### config.mk
export PLATFORM = sky130hd
export DESIGN_NAME = dram_cmd_sched
export DESIGN_NICKNAME = d
export VERILOG_FILES = /design/src/rtl/dram_cmd_sched.sv
export SDC_FILE = /design/constraint.sdc
export NUM_CORES = 1
export LEC_CHECK = 0
export CAP_MARGIN = 5
export CELL_PAD_IN_SITES_DETAIL_PLACEMENT = 0
export CELL_PAD_IN_SITES_GLOBAL_PLACEMENT = 1
export CORE_MARGIN = 5
export CORE_UTILIZATION = 45
export CTS_BUF_LIST = sky130_fd_sc_hd__clkbuf_16
export DETAILED_ROUTE_END_ITERATION = 16
export PLACE_DENSITY_LB_ADDON = 0.05
export SETUP_SLACK_MARGIN = 0.15
export SYNTH_ARGS = -nofsm -noshare
export SYNTH_HDL_FRONTEND = slang
export SYNTH_SLANG_ARGS = --single-unit
### constraint.sdc
create_clock -name CLK -period 3 [get_ports CLK]
set_input_delay 0.45 -clock CLK [delete_from_list [all_inputs] [get_ports CLK]]
set_output_delay 0.45 -clock CLK [all_outputs]
set_load 0.05 [all_outputs]
### src/rtl/dram_cmd_sched.sv
// rtl/dram_cmd_sched.sv - single-outstanding DRAM command scheduler with open-row table and refresh
module dram_cmd_sched #(
  parameter int ROW_BITS = 16,
  parameter int COL_BITS = 10,
  parameter int T_RP     = 4,
  parameter int T_RCD    = 4,
  parameter int T_CL     = 4,
  parameter int T_RFC    = 16
) (
  input  logic                CLK,
  input  logic                RST,
  input  logic                req_valid,
  output logic                req_ready,
  input  logic                req_write,
  input  logic [1:0]          req_bg,
  input  logic [1:0]          req_bank,
  input  logic [ROW_BITS-1:0] req_row,
  input  logic [COL_BITS-1:0] req_col,
  input  logic                ref_req,
  output logic                ref_ack,
  output logic                cmd_valid,
  output logic [2:0]          cmd,
  output logic [1:0]          cmd_bg,
  output logic [1:0]          cmd_bank,
  output logic [ROW_BITS-1:0] cmd_row,
  output logic [COL_BITS-1:0] cmd_col,
  output logic [1:0]          row_stat,
  output logic                done
);

  typedef enum logic [3:0] {
    S_IDLE, S_PRE, S_W_RP, S_ACT, S_W_RCD, S_COL, S_W_CL,
    S_PREA, S_W_RPA, S_REF, S_W_RFC
  } state_t;

  localparam logic [2:0] C_NOP = 3'd0, C_ACT = 3'd1, C_PRE = 3'd2, C_RD = 3'd3,
                         C_WR = 3'd4, C_REF = 3'd5, C_PREA = 3'd6;

  // Pre-command waits end one cycle early so the next command lands exactly T after the last.
  localparam logic [7:0] RP_LOAD  = 8'(T_RP - 1);
  localparam logic [7:0] RCD_LOAD = 8'(T_RCD - 1);
  // CAS and refresh waits run their full length so the completion pulse falls on the last cycle.
  localparam logic [7:0] CL_LOAD  = 8'(T_CL);
  localparam logic [7:0] RFC_LOAD = 8'(T_RFC);

  state_t                state, next_state;
  logic [7:0]            cnt;
  logic [15:0]           tbl_valid;
  logic [ROW_BITS-1:0]   tbl_row [16];
  logic                  lat_write;
  logic [1:0]            lat_bg, lat_bank;
  logic [ROW_BITS-1:0]   lat_row;
  logic [COL_BITS-1:0]   lat_col;
  logic [3:0]            req_idx, lat_idx;
  logic                  accept, req_hit, wait_last;

  assign req_idx   = {req_bg, req_bank};
  assign lat_idx   = {lat_bg, lat_bank};
  assign req_ready = (state == S_IDLE) && !ref_req && !RST;
  assign accept    = req_valid && req_ready;
  assign req_hit   = tbl_valid[req_idx] && (tbl_row[req_idx] == req_row);
  assign wait_last = (cnt <= 8'd1);

  // State register.
  always_ff @(posedge CLK) begin
    if (RST) state <= S_IDLE;
    else     state <= next_state;
  end

  // Next-state decode and command/pulse outputs decoded from the current state.
  always_comb begin
    next_state = state;
    cmd_valid  = 1'b0;
    cmd        = C_NOP;
    cmd_bg     = '0;
    cmd_bank   = '0;
    cmd_row    = '0;
    cmd_col    = '0;
    done       = 1'b0;
    ref_ack    = 1'b0;
    case (state)
      S_IDLE: begin
        if (ref_req)     next_state = (|tbl_valid) ? S_PREA : S_REF;
        else if (accept) next_state = req_hit ? S_COL : (tbl_valid[req_idx] ? S_PRE : S_ACT);
      end
      S_PRE: begin
        cmd_valid  = 1'b1;
        cmd        = C_PRE;
        cmd_bg     = lat_bg;
        cmd_bank   = lat_bank;
        next_state = (T_RP == 1) ? S_ACT : S_W_RP;
      end
      S_W_RP:  if (wait_last) next_state = S_ACT;
      S_ACT: begin
        cmd_valid  = 1'b1;
        cmd        = C_ACT;
        cmd_bg     = lat_bg;
        cmd_bank   = lat_bank;
        cmd_row    = lat_row;
        next_state = (T_RCD == 1) ? S_COL : S_W_RCD;
      end
      S_W_RCD: if (wait_last) next_state = S_COL;
      S_COL: begin
        cmd_valid  = 1'b1;
        cmd        = lat_write ? C_WR : C_RD;
        cmd_bg     = lat_bg;
        cmd_bank   = lat_bank;
        cmd_col    = lat_col;
        next_state = S_W_CL;
      end
      S_W_CL: begin
        if (wait_last) begin
          done       = 1'b1;
          next_state = S_IDLE;
        end
      end
      S_PREA: begin
        cmd_valid  = 1'b1;
        cmd        = C_PREA;
        next_state = (T_RP == 1) ? S_REF : S_W_RPA;
      end
      S_W_RPA: if (wait_last) next_state = S_REF;
      S_REF: begin
        cmd_valid  = 1'b1;
        cmd        = C_REF;
        next_state = S_W_RFC;
      end
      S_W_RFC: begin
        if (wait_last) begin
          ref_ack    = 1'b1;
          next_state = S_IDLE;
        end
      end
      default: next_state = S_IDLE;
    endcase
  end

  // Wait counter: loaded when a command issues, counts down through the following wait state.
  always_ff @(posedge CLK) begin
    if (RST) cnt <= 8'd0;
    else begin
      case (state)
        S_PRE, S_PREA: cnt <= RP_LOAD;
        S_ACT:         cnt <= RCD_LOAD;
        S_COL:         cnt <= CL_LOAD;
        S_REF:         cnt <= RFC_LOAD;
        default:       if (cnt != 8'd0) cnt <= cnt - 8'd1;
      endcase
    end
  end

  // Open-row table tracks what each bank holds after ACT/PRE/PREA.
  always_ff @(posedge CLK) begin
    if (RST) begin
      tbl_valid <= '0;
      for (int i = 0; i < 16; i++) tbl_row[i] <= '0;
    end else begin
      case (state)
        S_ACT: begin
          tbl_valid[lat_idx] <= 1'b1;
          tbl_row[lat_idx]   <= lat_row;
        end
        S_PRE:   tbl_valid[lat_idx] <= 1'b0;
        S_PREA:  tbl_valid <= '0;
        default: ;
      endcase
    end
  end

  // Request latch and row classification captured at the accept handshake.
  always_ff @(posedge CLK) begin
    if (RST) begin
      lat_write <= 1'b0;
      lat_bg    <= '0;
      lat_bank  <= '0;
      lat_row   <= '0;
      lat_col   <= '0;
      row_stat  <= 2'b00;
    end else if (accept) begin
      lat_write <= req_write;
      lat_bg    <= req_bg;
      lat_bank  <= req_bank;
      lat_row   <= req_row;
      lat_col   <= req_col;
      row_stat  <= req_hit ? 2'b01 : (tbl_valid[req_idx] ? 2'b11 : 2'b10);
    end
  end

endmodule
* After elaboration in Yosys (flattened, before gate mapping)
Memories as Yosys holds them, arrays and structs flattened.
Cells that the tools add are included.
** Operators by class
- Add/sub/neg operators :: 1
- Order comparisons :: 4
- Eq/ne operators :: 16
- Mux-type cells :: 37
- Bitwise gates (word level) :: 3
- Reductions and logical operators :: 18
** Operators with widths (number)
- 16-bit case mux with 3 select lines :: 1
- 4-bit case mux with 10 select lines :: 1
- 16-bit 2-to-1 mux :: 2
- 4-bit 2-to-1 mux :: 8
- 16-bit OR reduction :: 2
- 8-bit case mux with 3 select lines :: 1
- 16-bit AND :: 1
- 16-bit == test :: 1
- 4-bit by 3-bit == test with 1-bit output, second input constant :: 4
- 16-bit inverter :: 1
- 16-bit bitwise OR :: 1
- 3-bit case mux with 5 select lines :: 1
- 1-bit 2-to-1 mux :: 13
- 4-bit == test, second input constant :: 3
- 4-bit by 5-bit < comparator with 1-bit output, second input constant :: 2
- 10-bit 2-to-1 mux :: 1
- 4-bit by 2-bit == test with 1-bit output, second input constant :: 2
- 8-bit by 1-bit less-or-equal comparator with 1-bit output, second input constant :: 1
- 2-bit 2-to-1 mux :: 4
- 8-bit 2-to-1 mux :: 1
- 8-bit nonzero test :: 1
- 8-bit by 1-bit subtractor with 8-bit output, second input constant :: 1
- 3-bit 2-to-1 mux :: 2
- 2-bit != test, second input constant :: 3
- 15 further kinds :: 21
** Word-level totals
- Flip-flop bits (word level) :: 61
- Bits in writable memories :: 256
- Bits of input ports :: 35
- Word-level logic and storage cells :: 89
- Memories kept :: 1
** Memories
- tbl_row :: words 16, width 16, read ports 1, clocked after memory_dff 0, wr ports 16, RTL line 49 : logic [ROW_BITS-1:0] tbl_row [16];

* Depth between registers and ports, before layout
- Depth in word-level cells :: 7
- Gate-level depth with buffers :: 12
- Depth with buffers taken out :: 8

* Least setup slack after synthesis
OpenSTA, ideal clock, no wires.
- Path kind :: flip-flop to flip-flop
- Start :: register state[1]
- End :: register cnt[3]
- Arrival time :: 2.863 ns
- Data required time :: 2.885 ns
- Path slack :: 0.022 ns
- Cell stages (with the launch flop) :: 8
- Buffers on the path :: 1
- Cells stage by stage :: dfxtp_1 > or2_2 > clkbuf_1 > a21boi_0 > nor2_1 > nor4_1 > xnor2_1 > nor2_1
** Between the ends
- Longest elaborated chain between the ends :: 3
- Elaborated cells on any way between the ends :: 8
** Ends and longest elaborated chain
- start, declared :: RTL line 46 : state_t state, next_state;
- start signal, assigned :: RTL line 67 : else state <= next_state;
- 4-bit by 3-bit == test with 1-bit output (tied with other cells) :: RTL line 142 : case (state)
- 3-bit OR reduction (no line)
- 8-bit case mux with 3 select lines or 4-bit nonzero test (tied branches)
- end signal, assigned :: RTL line 147 : default: if (cnt != 8'd0) cnt <= cnt - 8'd1;
- end, declared :: RTL line 47 : logic [7:0] cnt;
Several ways; a longest one is shown, not always the timed one.
A chain may end at the register's enable or synchronous reset.

* Final worst setup path
- Start :: register state[1]
- End :: output cmd_valid
** Between the ends
- Longest elaborated chain between the ends :: 3
- Elaborated cells on any way between the ends :: 7
** Ends and longest elaborated chain
- 4-bit by 3-bit == test with 1-bit output (tied with other cells) :: RTL line 81 : case (state)
- 5-bit OR reduction (no line) *
- 1-bit 2-to-1 mux * :: RTL line 81
- end, declared :: RTL line 21 : output logic cmd_valid,
Every way passes the cells marked *; elsewhere a longest branch is shown, timed or not.

==> results.toml <==
[cts]
number_of_buffers_added_by_the_clock_tree_synthesis_step = 37
clk_latency_ns = 0.52
clockBufferDepth = 3
path_clk_slew_ns = 0.05
tritoncts_num_sinks = 317
cts-htree-levels = 2
postCtsSetupRepairBufs = 0
cts_tree = "done"
cts-root-buf = "sky130_fd_sc_hd__clkbuf_16"

[setup_path]
cpPeakStageDelay_ns = 0.58
critical_path.endpoint_type = "output pin"
worst_r2r_endpoint = "row_stat[1]$_SDFFE_PP0P_"
worstSetupPathType = "reg -> out"
reg2reg_slack_ns = 0.41
crit_path_cell_trace = "or2_2, a21boi_1, dlygate4sd2_1"
kind_of_start_point_of_the_critical_path = "flop"
timing.critical_path.slowest_stage_cell = "sky130_fd_sc_hd__dlygate4sd2_1"
rr_worst_depth = 9
worst-endpoint-required_ns = 2.55
timing.critical_path.fanout_max = 15
arrival_ns = 2.29
r2r-start = "tbl_row[7][9]$_SDFFCE_PN0P_"

[final_layout]
synthToLayoutAreaGrowth_pct = 20.73
layout.filler_cells = 2870
finalNonFillerCells = 1783
area.sequential_um2 = 8910
final_net_count = 1342
final_util = 0.5478
drive_above_1_share = 0.1897
multi_input_area_um2 = 5888

[placement]
placed_cells_incl_taps = 1714
dp.final_hpwl_um = 28300
place.gp.congestion = 0.8233
port_buffers = 73

[logic_synthesis]
share_of_flip_flops_with_an_asynchronous_set_or_reset_after_synthesis = 0
synth-edff-count = 256
synth_seq_cells = 317
synthesis.yosys.warnings = 0
syn-mean-instance-area_um2 = 12.54
synth_nets = 1244
synth_cells = 1207
yosysSeqAreaShare = 0.5885
synth_top_flop_cell = "sky130_fd_sc_hd__edfxtp_1"
post_synth_num_cell_types = 50
syn-cell-area_um2 = 15140

[global_route]
grt_overflow_total = 0
grt_antenna_before_repair = 2
pin_count_of_the_biggest_net_entering_global_routing = 42
grt_pass1_wl_um = 64650
grt.total_usage = 0.2267
grt_pass1_vias = 9877

[floorplan]
row_count = 67
die_area_um2 = 37410
core_area_um2 = 33360
die_w_um = 193.4
ios = 74
die-height_um = 193.4
start_util = 0.4537

[min_path]
hold_path_startpoint = "RST"
holdPathStages = 2
class_of_the_tightest_hold_or_removal_check = "in -> reg"
worst_hold_path.endpoint = "state[3]$_SDFFE_PP0P_"

[pwr]
ir_worst_vdd_uv = 403.9
powerDensity_nw_per_um2 = 661.8
power.leakage_nw = 6.827

[route]
via_per_inst = 5.499
routed-via-count = 9805
drt_iter0_markers = 849
firstDrtPassIters = 5
detail_route.drc_violations = 0
drt.antenna.violating_nets = 0
route.detailed.wl_per_inst_um = 24.32
route.final.wire_length_um = 43360

[timing]
timing.final.crit_share = 0.9143
final_hold_viol_count = 0
setup-violations-final = 0
clock.fmax_mhz = 364.6
rsz0062_at_grt = "yes"
max_slew.worst_pin.slew_ns = 0.7481
report.final.slew_viol_count = 0
timing.clock.skew_ns = 0.01185
max_slew_margin = 0.5013
timing.final.crit_period_ns = 2.743

[run]
maxCapViolCount = 0

[run_status]
result_of_the_run = "complete, no violations"
-- how the worst max path moves through the flow --
stage                               start                        to  slack [ns]  depth (start not counted)
global placement              req_bank[1]  row_stat[1]$_SDFFE_PP0P_       -0.12                         11
global route        state[1]$_SDFFE_PP0P_                 cmd_valid        0.15                          3
floorplan           state[3]$_SDFFE_PP0P_     state[2]$_SDFFE_PP0P_        0.27                          9
detailed placement            req_bank[1]  row_stat[1]$_SDFFE_PP0P_       -0.07                         11
CTS                 state[2]$_SDFFE_PP0P_               cmd_row[15]        0.18                          6
finish              state[1]$_SDFFE_PP0P_                 cmd_valid        0.26                          3
-- critical path, delay by kind of cell (launching register included) --
family	cells	cell delay, ns
AO/OA/AOI/OAI	1	0.32
buffers and inverters	1	0.58
flip-flops	1	0.45
AND/OR/NAND/NOR	1	0.43
-- synthesized netlist by cell type (10+ instances only) --
master	number	area [um^2]
sky130_fd_sc_hd__nor2_1	48	180.2
sky130_fd_sc_hd__nor2b_1	14	87.58
sky130_fd_sc_hd__xnor2_1	16	140.1
sky130_fd_sc_hd__buf_2	15	75.07
sky130_fd_sc_hd__mux4_2	50	1126
sky130_fd_sc_hd__xor2_1	16	140.1
sky130_fd_sc_hd__and2_1	286	1789
sky130_fd_sc_hd__nor3_1	21	105.1
sky130_fd_sc_hd__edfxtp_1	256	7687
sky130_fd_sc_hd__nand2_1	60	225.2
sky130_fd_sc_hd__nand2b_1	35	219.0
sky130_fd_sc_hd__nor4_1	10	62.56
sky130_fd_sc_hd__dfxtp_1	61	1221
sky130_fd_sc_hd__or2_2	18	112.6
sky130_fd_sc_hd__a21oi_1	12	60.06
sky130_fd_sc_hd__mux2i_1	54	540.5
sky130_fd_sc_hd__a22oi_1	26	195.2
sky130_fd_sc_hd__clkbuf_1	71	266.5
sky130_fd_sc_hd__o21ai_0	55	275.3
-- sequential cells by signal, summed over array words and instances (netlist names) --
signal / cells
lat_col: 10
lat_bank: 2
lat_row: 16
lat_bg: 2
cnt: 8
row_stat: 2
tbl_row: 256
state: 4
lat_write: 1
tbl_valid: 16
-- kinds of logic (layout without fill, tap and decap cells) --
family	after synthesis	count (layout)	synth area share
simple gates	526	526	0.2003
fa+ha+maj	2	2	0.001653
xor+xnor	32	32	0.01851
mux	109	109	0.1138
flops	317	317	0.5885
buf+inv	99	226	0.02703
compound gates	122	122	0.05017
other cells	0	1	0
-- per-layer routing --
metal / wire length (um) / GRT usage
met1: 19030 / 0.3106
met2: 20930 / 0.3760
met3: 2278 / 0.04175
met4: 1114 / 0.05927
met5: 7 / 0
-- power breakdown --
group	internal [mW]	switching (mW)	leakage, nW
Sequential	5.01	0.240	3.14
Combinational	0.840	1.36	3.06
Clock	2.86	1.79	0.631
Total	8.71	3.39	6.83
-- cell type report --
type / instances / share of cell area
Tap cell: 448 / 0.03067
Sequential cell: 317 / 0.4875
Antenna cell: 1 / 0.0001369
Clock buffer: 39 / 0.05340
Multi-Input combinational cell: 791 / 0.3222
Timing Repair Buffer: 151 / 0.08948
Clock inverter: 29 / 0.01520
Inverter: 7 / 0.001438
-- cell usage in the layout (no fill, tap or decap), drive strengths merged, types with 35 or more instances in the layout --
cell | synthesis | final
mux2i | 54 | 54
and2 | 286 | 286
nor2 | 48 | 48
nand2 | 60 | 60
o21ai | 55 | 55
mux4 | 50 | 50
edfxtp | 256 | 256
clkbuf | 71 | 39
nand2b | 35 | 35
dfxtp | 61 | 61
buf | 21 | 111
-- metrics by stage --
stage / power [mW] / setup TNS, ns / instance area, um^2 / worst slack (ns) / hold WS [ns]
global placement: 7.538 / -0.1151 / 17020 / -0.1151 / 0.4560
finish: 12.10 / 0 / 18280 / 0.2571 / 0.2295
detailed placement: 7.549 / -0.06780 / 17020 / -0.06780 / 0.4600
global route: 12.59 / 0 / 18270 / 0.1519 / 0.2436
floorplan: 6.691 / 0 / 15150 / 0.2708 / 0.4446
CTS: 12.19 / 0 / 18270 / 0.1809 / 0.2175
-- repair_timing --
action / CTS / global route
hold buffers: 0 / 0
gates cloned: 0 / 0
pin swaps: 0 / 0
gates resized for setup: 9 / 2
endpoints found under the setup margin: 9 / 27
Power figures use the tool's default switching activity.
